`src/rtl/demux_route_ctrl_pkg.sv`:
```
// Shared definitions for the demux routing controller: FSM state encoding
// and the default frame format used by the controller and its traffic sources.
package demux_route_ctrl_pkg;

    typedef enum logic [1:0] {
        IDLE = 2'd0,
        HDR  = 2'd1,
        LEN  = 2'd2,
        PAY  = 2'd3
    } state_t;

    localparam int LEN_W_DEFAULT = 4;

endpackage

```
`src/rtl/demux_route_ctrl_if.sv`:
```
// Serial frame input and demux drive bundle between a traffic source (master)
// and the routing controller (slave).
interface demux_route_ctrl_if;

    logic din;
    logic din_valid;
    logic start;
    logic s0;
    logic s1;
    logic a;
    logic a_valid;
    logic busy;
    logic frame_done;
    logic err;

    modport master (
        output din, din_valid, start,
        input  s0, s1, a, a_valid, busy, frame_done, err
    );

    modport slave (
        input  din, din_valid, start,
        output s0, s1, a, a_valid, busy, frame_done, err
    );

endinterface

```
`src/rtl/demux_route_ctrl_frame_bit_counter.sv`:
```
// Loadable down-counter shared by the length and payload phases of a frame.
// Clear has priority over load, load over decrement; it never wraps below 0.
module demux_route_ctrl_frame_bit_counter #(
    parameter int W = 4
) (
    input  logic         clk,
    input  logic         rst_n,
    input  logic         clr,
    input  logic         load,
    input  logic [W-1:0] load_val,
    input  logic         dec,
    output logic [W-1:0] count,
    output logic         zero
);

    // Counter register: clear, load or saturating decrement.
    always_ff @(posedge clk or negedge rst_n) begin
        if (!rst_n) begin
            count <= '0;
        end else if (clr) begin
            count <= '0;
        end else if (load) begin
            count <= load_val;
        end else if (dec && (count != '0)) begin
            count <= count - W'(1);
        end
    end

    assign zero = (count == '0);

endmodule

```
`src/rtl/demux_route_ctrl.sv`:
```
// Bit-serial frame parser driving a 4-way demux: latches the 2-bit destination
// onto s0/s1 and forwards the payload bits onto a with one cycle of latency.
module demux_route_ctrl
    import demux_route_ctrl_pkg::*;
#(
    parameter int LEN_W = LEN_W_DEFAULT
) (
    input  logic              clk,
    input  logic              rst_n,
    demux_route_ctrl_if.slave bus
);

    // One counter covers both the length-bit count (needs clog2(LEN_W)+1 bits)
    // and the payload count (needs LEN_W bits), so it takes the wider of the two.
    localparam int CNT_W = (LEN_W > $clog2(LEN_W) + 1) ? LEN_W : $clog2(LEN_W) + 1;

    state_t             state;
    logic               hdr0;
    logic [LEN_W-1:0]   len_reg;
    logic [LEN_W-1:0]   len_next;
    logic               abort;
    logic               cnt_clr;
    logic               cnt_load;
    logic               cnt_dec;
    logic [CNT_W-1:0]   cnt_load_val;
    logic [CNT_W-1:0]   cnt_val;
    logic               cnt_zero;
    logic               cnt_last;
    logic               s0_q;
    logic               s1_q;
    logic               a_q;
    logic               a_valid_q;
    logic               frame_done_q;
    logic               err_q;

    assign abort    = bus.din_valid && bus.start && (state != IDLE);
    assign len_next = (len_reg << 1) | LEN_W'(bus.din);
    assign cnt_last = (cnt_val == CNT_W'(1));

    demux_route_ctrl_frame_bit_counter #(
        .W (CNT_W)
    ) u_cnt (
        .clk      (clk),
        .rst_n    (rst_n),
        .clr      (cnt_clr),
        .load     (cnt_load),
        .load_val (cnt_load_val),
        .dec      (cnt_dec),
        .count    (cnt_val),
        .zero     (cnt_zero)
    );

    // Counter control: arm with LEN_W at the header, reload with the length
    // on the last length bit, count payload bits down in PAY.
    always_comb begin
        cnt_clr      = abort;
        cnt_load     = 1'b0;
        cnt_dec      = 1'b0;
        cnt_load_val = CNT_W'(LEN_W);
        if (bus.din_valid && !abort) begin
            case (state)
                HDR: cnt_load = 1'b1;
                LEN: begin
                    if (cnt_last && (len_next != '0)) begin
                        cnt_load     = 1'b1;
                        cnt_load_val = CNT_W'(len_next);
                    end else begin
                        cnt_dec = 1'b1;
                    end
                end
                PAY: cnt_dec = 1'b1;
                default: ;
            endcase
        end
    end

    // Frame FSM with registered demux drive and status pulses.
    always_ff @(posedge clk or negedge rst_n) begin
        if (!rst_n) begin
            state        <= IDLE;
            hdr0         <= 1'b0;
            len_reg      <= '0;
            s0_q         <= 1'b0;
            s1_q         <= 1'b0;
            a_q          <= 1'b0;
            a_valid_q    <= 1'b0;
            frame_done_q <= 1'b0;
            err_q        <= 1'b0;
        end else begin
            a_q          <= 1'b0;
            a_valid_q    <= 1'b0;
            frame_done_q <= 1'b0;
            err_q        <= 1'b0;
            if (abort) begin
                // A start mid-frame restarts parsing; s0/s1 keep the old route.
                err_q   <= 1'b1;
                state   <= HDR;
                hdr0    <= bus.din;
                len_reg <= '0;
            end else if (bus.din_valid) begin
                case (state)
                    IDLE: begin
                        if (bus.start) begin
                            state <= HDR;
                            hdr0  <= bus.din;
                        end
                    end
                    HDR: begin
                        s0_q    <= hdr0;
                        s1_q    <= bus.din;
                        len_reg <= '0;
                        state   <= LEN;
                    end
                    LEN: begin
                        len_reg <= len_next;
                        if (cnt_last) begin
                            if (len_next != '0) begin
                                state <= PAY;
                            end else begin
                                state        <= IDLE;
                                frame_done_q <= 1'b1;
                            end
                        end
                    end
                    PAY: begin
                        a_q       <= bus.din;
                        a_valid_q <= 1'b1;
                        if (cnt_last || cnt_zero) begin
                            state        <= IDLE;
                            frame_done_q <= cnt_last;
                        end
                    end
                    default: state <= IDLE;
                endcase
            end
        end
    end

    assign bus.s0         = s0_q;
    assign bus.s1         = s1_q;
    assign bus.a          = a_q;
    assign bus.a_valid    = a_valid_q;
    assign bus.busy       = (state != IDLE);
    assign bus.frame_done = frame_done_q;
    assign bus.err        = err_q;

endmodule

```
`src/flat_wrapper.sv`:
```
// flat-port wrapper written by rule: the top's interface ports become plain ports
module demux_route_ctrl_flat import demux_route_ctrl_pkg::*;
#(
    parameter int LEN_W = LEN_W_DEFAULT
)
  (clk, rst_n, bus_din, bus_din_valid, bus_start, bus_s0, bus_s1, bus_a, bus_a_valid, bus_busy, bus_frame_done, bus_err);
  demux_route_ctrl_if bus_i ();
  input  logic clk;
  input  logic rst_n;
  input wire logic [$bits(bus_i.din)-1:0] bus_din;
  input wire logic [$bits(bus_i.din_valid)-1:0] bus_din_valid;
  input wire logic [$bits(bus_i.start)-1:0] bus_start;
  output wire logic [$bits(bus_i.s0)-1:0] bus_s0;
  output wire logic [$bits(bus_i.s1)-1:0] bus_s1;
  output wire logic [$bits(bus_i.a)-1:0] bus_a;
  output wire logic [$bits(bus_i.a_valid)-1:0] bus_a_valid;
  output wire logic [$bits(bus_i.busy)-1:0] bus_busy;
  output wire logic [$bits(bus_i.frame_done)-1:0] bus_frame_done;
  output wire logic [$bits(bus_i.err)-1:0] bus_err;
  assign bus_i.din = bus_din;
  assign bus_i.din_valid = bus_din_valid;
  assign bus_i.start = bus_start;
  assign bus_s0 = bus_i.s0;
  assign bus_s1 = bus_i.s1;
  assign bus_a = bus_i.a;
  assign bus_a_valid = bus_i.a_valid;
  assign bus_busy = bus_i.busy;
  assign bus_frame_done = bus_i.frame_done;
  assign bus_err = bus_i.err;
  demux_route_ctrl #(.LEN_W(LEN_W)) u_core (.clk(clk), .rst_n(rst_n), .bus(bus_i));
endmodule
```
`config.mk`:
```
export PLATFORM = sky130hd
export DESIGN_NAME = demux_route_ctrl_flat
export DESIGN_NICKNAME = d
export VERILOG_FILES = /design/src/rtl/demux_route_ctrl_pkg.sv /design/src/rtl/demux_route_ctrl_if.sv /design/src/rtl/demux_route_ctrl_frame_bit_counter.sv /design/src/rtl/demux_route_ctrl.sv /design/src/flat_wrapper.sv
export SDC_FILE = /design/constraint.sdc
export NUM_CORES = 1
export LEC_CHECK = 0
export BUFFER_PORTS_ARGS = -buffer_cell sky130_fd_sc_hd__buf_2
export CAP_MARGIN = 10
export CORE_ASPECT_RATIO = 1.2
export CORE_MARGIN = 8
export CORE_UTILIZATION = 29
export DETAILED_ROUTE_END_ITERATION = 10
export PLACE_DENSITY_LB_ADDON = 0.25
export SLEW_MARGIN = 20
export SYNTH_ARGS = -nofsm -noshare
export SYNTH_HDL_FRONTEND = slang
export SYNTH_SLANG_ARGS = --single-unit
```
`constraint.sdc`:
```
create_clock -name clk -period 2.2 [get_ports clk]
set_input_delay 0.11 -clock clk [delete_from_list [all_inputs] [get_ports clk]]
set_output_delay 0.11 -clock clk [all_outputs]
set_load 0.1 [all_outputs]
```
## Word-level counts from Yosys, hierarchy flattened

Index checks and enable logic that the tools add are counted.

- Add/subtract/negate cells: 1
- Equality and inequality tests: 7
- Mux-type cells: 39
- Bitwise logic cells: 2
- Reductions and logical operators: 21

Operators with widths:

| operator | number |
|---|---|
| $mux W4 | 6 |
| $mux W1 | 20 |
| $mux W2 | 6 |
| $pmux W2 S4 | 1 |
| $reduce_bool A2 Y1 | 4 |
| $reduce_bool A4 Y1 | 2 |
| $mux W3 | 2 |
| $ne A3 B1 Y1 const B | 2 |
| $pmux W1 S2 | 3 |
| $pmux W3 S2 | 1 |
| $reduce_and A3 Y1 | 2 |
| $reduce_bool A3 Y1 | 2 |
| $logic_and A1 B1 Y1 | 5 |
| $eq A2 B2 Y1 const B | 2 |
| $eq A4 B1 Y1 const B | 1 |
| $logic_not A4 Y1 | 1 |
| $or A4 B1 Y4 | 1 |
| $reduce_and A4 Y1 | 1 |
| $sub A4 B1 Y4 const B | 1 |
| $ne A3 B2 Y1 const B | 1 |
| $eq A2 B1 Y1 const B | 1 |
| $logic_not A2 Y1 | 1 |
| $reduce_and A2 Y1 | 1 |
| $logic_not A1 Y1 | 1 |
| other kinds (2) | 2 |

- Flip-flop bits (word level): 16
- Bits of input ports: 5
- Output and inout port bits: 7
- Word-level logic and storage cells: 80

## Longest topological paths before layout

Gate-level depths: netlist of the first run.

- Depth in word-level cells: 10
- Mapped depth: 8
- Gate-level depth less buffers: 7

## Hierarchy

From an unflattened synthesis of the first run, not the netlist that was laid out.

- Cell total of the unflattened synthesis: 102
- Area, all modules: 1007.2 um^2

By module, submodules not included:

| module | instances | cells each | area an instance (um^2) | seq. area each (um^2) |
|---|---|---|---|---|
| demux_route_ctrl | 1 | 71 | 714.4 | 300.3 |
| demux_route_ctrl_frame_bit_counter | 1 | 31 | 292.8 | 100.1 |

## Worst setup path before layout of the first run

No wires, ideal clock.

- Path type: register -> register
- Start point: reg u_core.state[0]
- End point: reg u_core.state[1]
- Library setup time: 0.121 ns
- Arrival time: 2.233 ns
- Data required time: 2.079 ns
- Path slack: -0.154 ns
- Stages on the path, launching flop included: 8
- Buffers on the path: 0
- Clock period less this slack: 2.354 ns
- Path through: dfrtp_1 -> inv_1 -> ha_1 -> inv_1 -> nand3_1 -> a31oi_1 -> a21oi_1 -> a41o_1

- Longest elaborated chain between the ends: 4
- Elaborated cells on any way between the ends: 14
- Those cells by class: eq/ne (6); mux (3); reduce/logical (5)

Ends and longest elaborated chain:

| element | line | text |
|---|---|---|
| start, declared | demux_route_ctrl.sv:17 | `state_t state;` |
| start signal, assigned | demux_route_ctrl.sv:80 | `state <= IDLE;` |
| start signal, assigned | demux_route_ctrl.sv:97 | `state <= HDR;` |
| start signal, assigned | demux_route_ctrl.sv:104 | `state <= HDR;` |
| $reduce_bool A2 Y1 (*) | n/a |  |
| via bus_busy | flat_wrapper.sv:17 | `output wire logic [$bits(bus_i.busy)-1:0] bus_busy;` |
| $logic_and A1 B1 Y1 (*) | demux_route_ctrl.sv:36 | `assign abort = bus.din_valid && bus.start && (state != IDLE);` |
| $ne A3 B1 Y1 (no line) (tied with other cells) | n/a |  |
| $reduce_and A4 Y1 (no line) | n/a |  |

The timed path passes the listed nets; every way through them passes the cells marked *. The select of a mux whose other input is x is not followed.
A chain may end at the register's enable or synchronous reset.

## Worst setup path in the final report of the first run

- Start point: reg u_core.state[1]
- End point: reg u_core.u_cnt.count[2]

- Longest elaborated chain between the ends: 7
- Elaborated cells on any way between the ends: 17
- Those cells by class: eq/ne (3); mux (8); reduce/logical (6)

Ends and longest elaborated chain:

| element | line | text |
|---|---|---|
| parallel branches: the longest is 7 deep, another holds $mux W4 | n/a |  |
| end signal, assigned | demux_route_ctrl_frame_bit_counter.sv:23 | `count <= load_val;` |
| end signal, assigned | demux_route_ctrl_frame_bit_counter.sv:25 | `count <= count - W'(1);` |
| end, declared | demux_route_ctrl_frame_bit_counter.sv:12 | `output logic [W-1:0] count,` |

Parallel ways; which one is timed is not known.

==> results of run 1 <==
## timing repair
item / 4_1_cts / 5_1_grt
setup endpoints to repair: 0 / 1
resized for setup: 0 / 1
endpoints found under the hold margin: 16 / 0
hold buffers: 1 / 0
## Yosys cell counts, types with 2 or more instances
library cell and number:
nand3_1 3, a31oi_1 2, nand2_1 6, a32o_1 2, mux2_2 3, o21ai_0 6, a21boi_0 2, a21oi_1 5
nor3_1 2, ha_1 7, nor2_1 2, nor4_1 2, and3_1 2, dfrtp_1 16, inv_1 7
## cell families (layout without fill, tap and decap cells)
kind of cell / count (synthesis) / count (layout) / share of synthesized area [%]
DFF: 16 / 16 / 41.67
AOI/OAI and AO/OA: 29 / 29 / 23.31
muxes: 4 / 4 / 4.557
and+or+nand+nor: 26 / 26 / 17.71
adders and majority gates: 7 / 7 / 9.114
buffers and inverters: 9 / 27 / 3.645
## layer usage
metal / vias to the layer above / part of all wire (%) / routed length, µm
li1: 376 / - / -
met1: 378 / 43 / 1012
met2: 16 / 49 / 1151
met3: 5 / 4.4 / 103
met4: 0 / 2.7 / 64
met5: - / 0 / 0
## final timing paths
kind | start | to | cells after the start
max in group asynchronous | rst_n | u_core.len_reg[0]$_DFFE_PN0P_ | 2
min reg2reg | u_core.hdr0$_DFFE_PN0P_ | u_core.hdr0$_DFFE_PN0P_ | 1
min | bus_din | u_core.u_cnt.count[0]$_DFFE_PN0P_ | 3
min in group asynchronous | rst_n | u_core.len_reg[1]$_DFFE_PN0P_ | 2
max reg2reg | u_core.state[1]$_DFFE_PN0P_ | u_core.u_cnt.count[2]$_DFFE_PN0P_ | 7
max | u_core.state[1]$_DFFE_PN0P_ | u_core.u_cnt.count[2]$_DFFE_PN0P_ | 7
## power groups by stage
stage / clock network (mW) / registers, mW / logic (mW)
3_5_place_dp: 0 / 0.446 / 0.891
4_1_cts: 0.281 / 0.441 / 0.896
5_1_grt: 0.288 / 0.454 / 0.968
6_report: 0.267 / 0.442 / 0.901
2_1_floorplan: 0 / 0.632 / 0.510
3_3_place_gp: 0 / 0.442 / 0.886
## per-stage QoR
stage,cells,setup slack [ns],total power [mW]
floorplan,91,0.1676,1.142
detailed placement,141,0.1190,1.337
CTS,146,0.1057,1.619
global route,146,0.004220,1.711
finish,146,0.1226,1.610
global placement,141,0.1754,1.328
## worst reg2reg max path: stages (launching register included)
cell and delay, ns:
dfrtp_1 0.40, inv_1 0.15, ha_2 0.24, nand2b_1 0.13, nand2_1 0.07, or4b_2 0.64
a221o_1 0.30, o21ai_0 0.07
## cell type report
cell class | instances | area share [%]
multi-input cells | 66 | 45.72
flip-flops and latches | 16 | 34.67
repair buffers | 16 | 8.234
clock buffers | 4 | 4.767
well taps | 37 | 4.009
inverters | 7 | 2.600
==> qor.txt, run 1 <==
status -> finished, final reports clean
Mapped Cells -> 91
initial core utilization -> 29.55%
Setup Viol. Count Final -> 0
gp weighted congestion -> 0.7873
cell type with the largest total area after synthesis -> dfrtp_1
GRT Total Usage -> 9.417%
Bufs on Longest Clock Path -> 2
initial drt markers -> 63
CORE AREA -> 0.003252 mm²
TritonCTS sink count -> 16
Max VDD drop -> 586.7 µV
top cell family by delay on the critical path -> simple AND/OR/NAND/NOR gates
register area share after synthesis -> 41.67%
most common cell after layout, fill and taps aside -> dfrtp_1
footprint of the multi-input gates -> 528.0 µm²
share of the synthesized area in the top cell type -> 41.67%
Crit-path slowest cell -> or4b_2
CTS clk-pin slew, worst paths -> 0.07 ns
relative slew slack -> 67.42%
I/O pins -> 12
final-layout fill cell count -> 329
Hold Vio Cnt, Final -> 0
synthesized area -> 960.9 µm²
sw frac -> 48.65%
Final ANT Viol Nets -> 0
setup bufs post-CTS -> 0
FFs w/ async S/R, synth -> 100.0%
# port buffers -> 11
Worst R2R Setup Slack -> 0.12 ns
nets@finish -> 122
Post-Route WL -> 2332 µm
largest net degree at the start of global routing -> 17
largest stage delay on the critical path -> 0.64 ns
dominant cells by area after synthesis -> dfrtp_1, ha_1, mux2_2, o21ai_0, inv_1
via-per-instance ratio -> 5.308
Final Critical Period -> 2.077 ns
Num CTS Buffers -> 3
met1 Use GR -> 10.32%
pwr/cell area -> 1394 mW/mm²
Ys Warns -> 0
Slew Limit Fails -> 0
Pleak -> 0.5678 nW
Sw Pwr -> 783.0 µW
Overflow after GRT -> 0
fin util -> 35.51%
ant diodes -> 0
max cap viols -> 0
Clock power frac -> 16.6%
Largest register FFs -> 4
clk_lat worst skew -> 0.26 ns
clk root buf -> clkbuf_8
Clock Skew -> 0.004979 ns
Die Span Y -> 79.06 µm
met2 usage -> 15.19%
first-pass GRT wire length -> 3753 µm
CP Max Fanout -> 5
Pint -> 826.6 µW
CP endpoint kind -> flop
met3 usage -> 2.672%
Worst-Margin Slew -> 0.4843 ns
worst hold margin -> 0.1705 ns
Min-Delay Path Class -> in -> reg
commonest non-fill, non-tap cells in the layout -> dfrtp_1, buf_2
htree depth -> 1
initial antenna violation count -> 0
Worst Path Arrival -> 2.26 ns
post-synth cell types -> 39
layout cells sized above 1 -> 31.19%
WS Path Type -> reg -> reg
busiest layer in global routing -> met2
DRT Pass-1 Iters -> 4
Die X -> 68.55 µm
worst path required time -> 2.38 ns
CP bufs+invs -> 1
Fmax achieved -> 481.4 MHz
WL per Instance -> 15.97 µm
setup_tns -> 0 ns
number of synthesized flops with an enable pin -> 0
Residual DRC -> 0
post-synth net total -> 103
# rows -> 23
Register Area -> 400.4 µm²
HPWL Detailed -> 1737 µm
Die ar. -> 0.005419 mm²
Syn Area/Cell -> 10.56 µm²
Synth Flop Type -> dfrtp_1
RSZ-0062 raised after global routing -> no
crit-path cells -> inv_1 -> ha_2 -> nand2b_1 -> nand2_1 -> or4b_2 -> a221o_1 -> o21ai_0
Final Instance Area -> 0.001155 mm²
dpl cell area -> 0.001087 mm²
Area Overhead vs Synth -> 20.18%
Vias -> 775
TritonCTS clock tree -> done
Logic pwr share -> 56.0%
Sequential Power Share -> 27.4%
CP Launch Type -> flop
Final period util -> 94.43%
number of global-route vias before repair -> 768
FF+latch count, synth -> 16
No activity file was read; power rests on OpenSTA's default activity.
==> run 2: changes to the inputs <==
--- a/config.mk
+++ b/config.mk
@@ -8,9 +8,11 @@
 export BUFFER_PORTS_ARGS = -buffer_cell sky130_fd_sc_hd__buf_2
 export CAP_MARGIN = 10
 export CORE_ASPECT_RATIO = 1.2
-export CORE_MARGIN = 8
+export CORE_MARGIN = 2
 export CORE_UTILIZATION = 29
+export CTS_CLUSTER_DIAMETER = 80
 export DETAILED_ROUTE_END_ITERATION = 10
+export GPL_ROUTABILITY_DRIVEN = 0
 export PLACE_DENSITY_LB_ADDON = 0.25
 export SLEW_MARGIN = 20
 export SYNTH_ARGS = -nofsm -noshare
==> qor.txt, run 2 (synthesis results as in run 1) <==
WS Path Type -> reg -> reg
Bufs on Longest Clock Path -> 2 (unchanged)
Worst Path Arrival -> 2.29 ns (+0.03 ns)
Post-Route WL -> 2115 µm (-9.3%)
initial antenna violation count -> 0 (unchanged)
Pleak -> 0.5605 nW (-1.3%)
CTS clk-pin slew, worst paths -> 0.11 ns (+0.04 ns)
RSZ-0062 raised after global routing -> no
TritonCTS clock tree -> done
layout cells sized above 1 -> 32.11% (+0.92 points)
clk root buf -> clkbuf_4
CP Launch Type -> flop
Fmax achieved -> 481.4 MHz (about the same)
Final ANT Viol Nets -> 0 (unchanged)
ant diodes -> 0 (unchanged)
Die ar. -> 0.003792 mm² (-30%)
DRT Pass-1 Iters -> 4 (unchanged)
status -> finished, final reports clean
footprint of the multi-input gates -> 534.3 µm² (+1.2%)
Largest register FFs -> 4 (unchanged)
first-pass GRT wire length -> 3650 µm (-2.7%)
Max VDD drop -> 738.7 µV (+26%)
WL per Instance -> 14.59 µm (-8.7%)
max cap viols -> 0 (unchanged)
via-per-instance ratio -> 5.310 (about the same)
Num CTS Buffers -> 3 (unchanged)
worst path required time -> 2.42 ns (+0.04 ns)
CP endpoint kind -> flop
Overall Power -> 1.534 mW (-4.7%)
WL met1 -> 953 µm (-5.8%)
setup_tns -> 0 ns (unchanged)
Die X -> 56.55 µm (-18%)
HPWL Detailed -> 1604 µm (-7.6%)
most common cell after layout, fill and taps aside -> dfrtp_1
setup bufs post-CTS -> 0 (unchanged)
htree depth -> 1 (unchanged)
nets@finish -> 122 (unchanged)
worst hold margin -> 0.1408 ns (-0.02972 ns)
TritonCTS sink count -> 16 (unchanged)
Slew Limit Fails -> 0 (unchanged)
number of global-route vias before repair -> 753 (-2.0%)
# port buffers -> 11 (unchanged)
wire length on met2 -> 1073 µm (-6.8%)
largest net degree at the start of global routing -> 17 (unchanged)
clk_lat worst skew -> 0.29 ns (+0.03 ns)
initial core utilization -> 30.89% (+1.3 points)
Die Span Y -> 67.06 µm (-15%)
met3 wire len -> 68 µm (-34%)
Worst-Margin Slew -> 0.4622 ns (-0.02204 ns)
CP Max Fanout -> 5 (unchanged)
dpl cell area -> 0.001086 mm² (-0.11%)
Post-Layout Cell Count -> 145 (-0.68%)
Min-Delay Path Class -> in -> reg
initial drt markers -> 33 (-48%)
Final Critical Period -> 2.077 ns (+0.00002600 ns)
Overflow after GRT -> 0 (unchanged)
Residual DRC -> 0 (unchanged)
post-place setup slack -> 0.1214 ns (+0.002359 ns)
relative slew slack -> 68.90% (+1.5 points)
GRT Total Usage -> 12.55% (+3.1 points)
Area Overhead vs Synth -> 18.75%
Register Area -> 400.4 µm² (unchanged)
I/O pins -> 12 (unchanged)
Final period util -> 94.43% (about the same)
Post-Place Cells -> 140 (-0.71%)
commonest non-fill, non-tap cells in the layout -> dfrtp_1, buf_2
final-layout fill cell count -> 319 (-3.0%)
post-route setup slack -> 0.1225 ns (-0.00002600 ns)
Final Instance Area -> 0.001141 mm² (-1.2%)
# rows -> 22 (-4.3%)
pwr/cell area -> 1345 mW/mm² (-3.5%)
Setup Viol. Count Final -> 0 (unchanged)
highest metal used -> met4
fin util -> 36.69% (+1.2 points)
Vias -> 770 (-0.65%)
CORE AREA -> 0.003110 mm² (-4.3%)
Hold Vio Cnt, Final -> 0 (unchanged)
Clock Skew -> 0.005540 ns (+0.0005607 ns)
-- run 2: cell types whose count changed in the layout (fill, tap and decap cells not counted) --
cell,delta
clkbuf_8,-3
clkbuf_4,+3
a31oi_2,+1
a31oi_1,-1
-- run 2: path summary, 6_finish.rpt --
check / startpoint / endpoint / slack [ns] / cells after the start
max: u_core.state[1]$_DFFE_PN0P_ / u_core.u_cnt.count[2]$_DFFE_PN0P_ / 0.12 / 7
min: bus_din / u_core.bus.a$_DFF_PN0_ / 0.14 / 2
max reg2reg: u_core.state[1]$_DFFE_PN0P_ / u_core.u_cnt.count[2]$_DFFE_PN0P_ / 0.12 / 7
min reg2reg: u_core.bus.s1$_DFFE_PN0P_ / u_core.bus.s1$_DFFE_PN0P_ / 0.51 / 1
max in group asynchronous: rst_n / u_core.len_reg[2]$_DFFE_PN0P_ / 1.66 / 2
min in group asynchronous: rst_n / u_core.hdr0$_DFFE_PN0P_ / 0.26 / 2
-- run 2: area by class of cell --
class,count,share of cell area [%]
flip-flops and latches,16,35.09
clock buffers,4,3.180
well taps,36,3.947
repair buffers,16,8.333
inverters,7,2.632
multi-input cells,66,46.82
-- run 2: routing by layer --
metal	global-route usage [%]	up-vias
met5	0	-
met2	21.66	10
li1	-	381
met4	5.060	0
met3	2.524	2
met1	15.15	377
-- run 2: worst max-delay path: stages (launching register included) --
cell,delay (ns)
dfrtp_1,0.41
inv_1,0.14
ha_2,0.24
nand2b_1,0.13
nand2_1,0.07
or4b_2,0.64
a221o_1,0.30
o21ai_0,0.06
-- run 2: where the power goes --
group	internal [mW]	total, mW	switching (mW)	leakage [nW]
logic	0.294	0.893	0.599	0.331
registers	0.373	0.438	0.0654	0.209
clock network	0.101	0.203	0.102	0.0210
total	0.767	1.53	0.767	0.561
-- run 2: timing repair --
item                                    in CTS  in global routing
resized for setup                            0                  2
endpoints found under the hold margin       16                  0
endpoints found under the setup margin       0                  2
hold buffers                                 1                  0
==> run 3: changes to the inputs <==
--- a/config.mk
+++ b/config.mk
@@ -9,7 +9,7 @@
 export CAP_MARGIN = 10
 export CORE_ASPECT_RATIO = 1.2
 export CORE_MARGIN = 2
-export CORE_UTILIZATION = 29
+export CORE_UTILIZATION = 48
 export CTS_CLUSTER_DIAMETER = 80
 export DETAILED_ROUTE_END_ITERATION = 10
 export GPL_ROUTABILITY_DRIVEN = 0
==> qor.txt, run 3 (synthesis results as in run 1) <==
status -> finished, final reports clean
ant diodes -> 0 (unchanged)
Post-Route WL -> 2114 µm (about the same)
Worst R2R Setup Slack -> 0.13 ns (about the same)
hold depth -> 3 (+1)
CTS clk-pin slew, worst paths -> 0.10 ns (about the same)
WS Path Type -> reg -> reg
initial core utilization -> 51.34% (+20 points)
Setup Viol. Count Final -> 0 (unchanged)
largest net degree at the start of global routing -> 17 (unchanged)
CP Max Fanout -> 5 (unchanged)
Die X -> 44.85 µm (-21%)
Residual DRC -> 0 (unchanged)
Max VDD drop -> 835.4 µV (+13%)
setup_tns -> 0 ns (unchanged)
Min-Delay Path Class -> in -> reg
relative slew slack -> 67.62% (-1.3 points)
clk_lat worst skew -> 0.30 ns (about the same)
Die ar. -> 0.002377 mm² (-37%)
Slew Limit Fails -> 0 (unchanged)
R2R cell count -> 7 (unchanged)
Register Area -> 400.4 µm² (unchanged)
Final period util -> 94.12% (-0.32 points)
commonest non-fill, non-tap cells in the layout -> dfrtp_1, buf_2, nand2_1, o21ai_0, ha_1
Pleak -> 0.5600 nW (about the same)
htree depth -> 1 (unchanged)
Vias -> 798 (+3.6%)
Clock Skew -> 0.005724 ns (+0.0001844 ns)
# port buffers -> 11 (unchanged)
dpl cell area -> 0.001065 mm² (-2.0%)
HPWL Detailed -> 1578 µm (-1.6%)
Worst Path Arrival -> 2.29 ns (about the same)
max cap viols -> 0 (unchanged)
CP endpoint kind -> flop
I/O pins -> 12 (unchanged)
Bufs on Longest Clock Path -> 2 (unchanged)
Sequential Power Share -> 28.0% (-0.6 points)
Pint -> 790.8 µW (+3.1%)
Sw Pwr -> 785.1 µW (+2.4%)
Post-Layout Cell Count -> 128 (-12%)
Hold Vio Cnt, Final -> 0 (unchanged)
CORE AREA -> 0.001872 mm² (-40%)
Final Instance Area -> 0.001124 mm² (-1.5%)
post-route setup slack -> 0.1295 ns (+0.006935 ns)
TritonCTS sink count -> 16 (unchanged)
nets@finish -> 122 (unchanged)
Num CTS Buffers -> 3 (unchanged)
clk root buf -> clkbuf_4
pwr/cell area -> 1403 mW/mm² (+4.3%)
Largest register FFs -> 4 (unchanged)
Die Span Y -> 53.02 µm (-21%)
initial antenna violation count -> 0 (unchanged)
sw frac -> 49.82% (-0.17 points)
setup bufs post-CTS -> 0 (unchanged)
number of global-route vias before repair -> 731 (-2.9%)
worst hold margin -> 0.1112 ns (-0.02958 ns)
via-per-instance ratio -> 6.234 (+17%)
# rows -> 17 (-23%)
GRT Total Usage -> 19.63% (+7.1 points)
Final Critical Period -> 2.071 ns (-0.006935 ns)
post-place setup slack -> 0.07033 ns (-0.05107 ns)
Logic pwr share -> 59.0% (+0.8 points)
Fmax achieved -> 483.0 MHz (+0.34%)
fin util -> 60.03% (+23 points)
Worst-Margin Slew -> 0.4891 ns (+0.02681 ns)
Post-Place Cells -> 123 (-12%)
first-pass GRT wire length -> 3312 µm (-9.3%)
initial drt markers -> 23 (-30%)
Area Overhead vs Synth -> 16.93%
CP Launch Type -> flop
Overall Power -> 1.576 mW (+2.7%)
WL per Instance -> 16.52 µm (+13%)
DRT Pass-1 Iters -> 4 (unchanged)
layout cells sized above 1 -> 33.03% (+0.92 points)
final-layout fill cell count -> 162 (-49%)
TritonCTS clock tree -> done
Final ANT Viol Nets -> 0 (unchanged)
Clock power frac -> 13.0% (-0.2 points)
Overflow after GRT -> 0 (unchanged)
most common cell after layout, fill and taps aside -> dfrtp_1
worst path required time -> 2.42 ns (about the same)
footprint of the multi-input gates -> 538.0 µm² (+0.70%)
-- run 3: cell counts in the layout (fill, tap and decap cells not counted) --
Identical to the previous run, type by type.
-- run 3: per-layer routing --
layer  up-vias  global-route usage (%)  share of wire, %
met5         -                       0                 0
met1       381                   22.53                40
met4         0                   10.78               2.3
met3         7                   3.072               5.5
met2        32                   34.06                52
li1        378                       -                 -
-- run 3: path summary, 6_finish.rpt --
check / from / end
worst max-delay path: u_core.state[0]$_DFFE_PN0P_ / u_core.u_cnt.count[2]$_DFFE_PN0P_
worst min-delay path: bus_din / u_core.u_cnt.count[0]$_DFFE_PN0P_
worst max register to register: u_core.state[0]$_DFFE_PN0P_ / u_core.u_cnt.count[2]$_DFFE_PN0P_
worst min register to register: u_core.bus.s1$_DFFE_PN0P_ / u_core.bus.s1$_DFFE_PN0P_
max in group asynchronous: rst_n / u_core.u_cnt.count[3]$_DFFE_PN0P_
min in group asynchronous: rst_n / u_core.hdr0$_DFFE_PN0P_
-- run 3: layout make-up --
cell class | count | area share [%]
flip-flops and latches | 16 | 35.63
well taps | 19 | 2.116
repair buffers | 16 | 8.463
clock buffers | 4 | 3.229
multi-input cells | 66 | 47.88
inverters | 7 | 2.673
-- run 3: timing repair --
action,CTS,global route
endpoints found under the hold margin,16,0
endpoints found under the setup margin,0,1
hold buffers,1,0
gates resized for setup,0,4
-- run 3: critical path, cell delays in order (launching register included) --
cell and delay [ns]:
dfrtp_1 0.44, inv_2 0.12, ha_4 0.16, nand2b_1 0.13, nand2_1 0.08, or4b_2 0.66
a221o_1 0.32, o21ai_0 0.08
-- run 3: power groups by stage --
stage | Sequential [mW] | Clock, mW | Combinational [mW]
global route | 0.450 | 0.215 | 0.994
finish | 0.442 | 0.204 | 0.929
CTS | 0.439 | 0.207 | 0.883
floorplan | 0.632 | 0 | 0.510
detailed placement | 0.444 | 0 | 0.880
global placement | 0.439 | 0 | 0.863
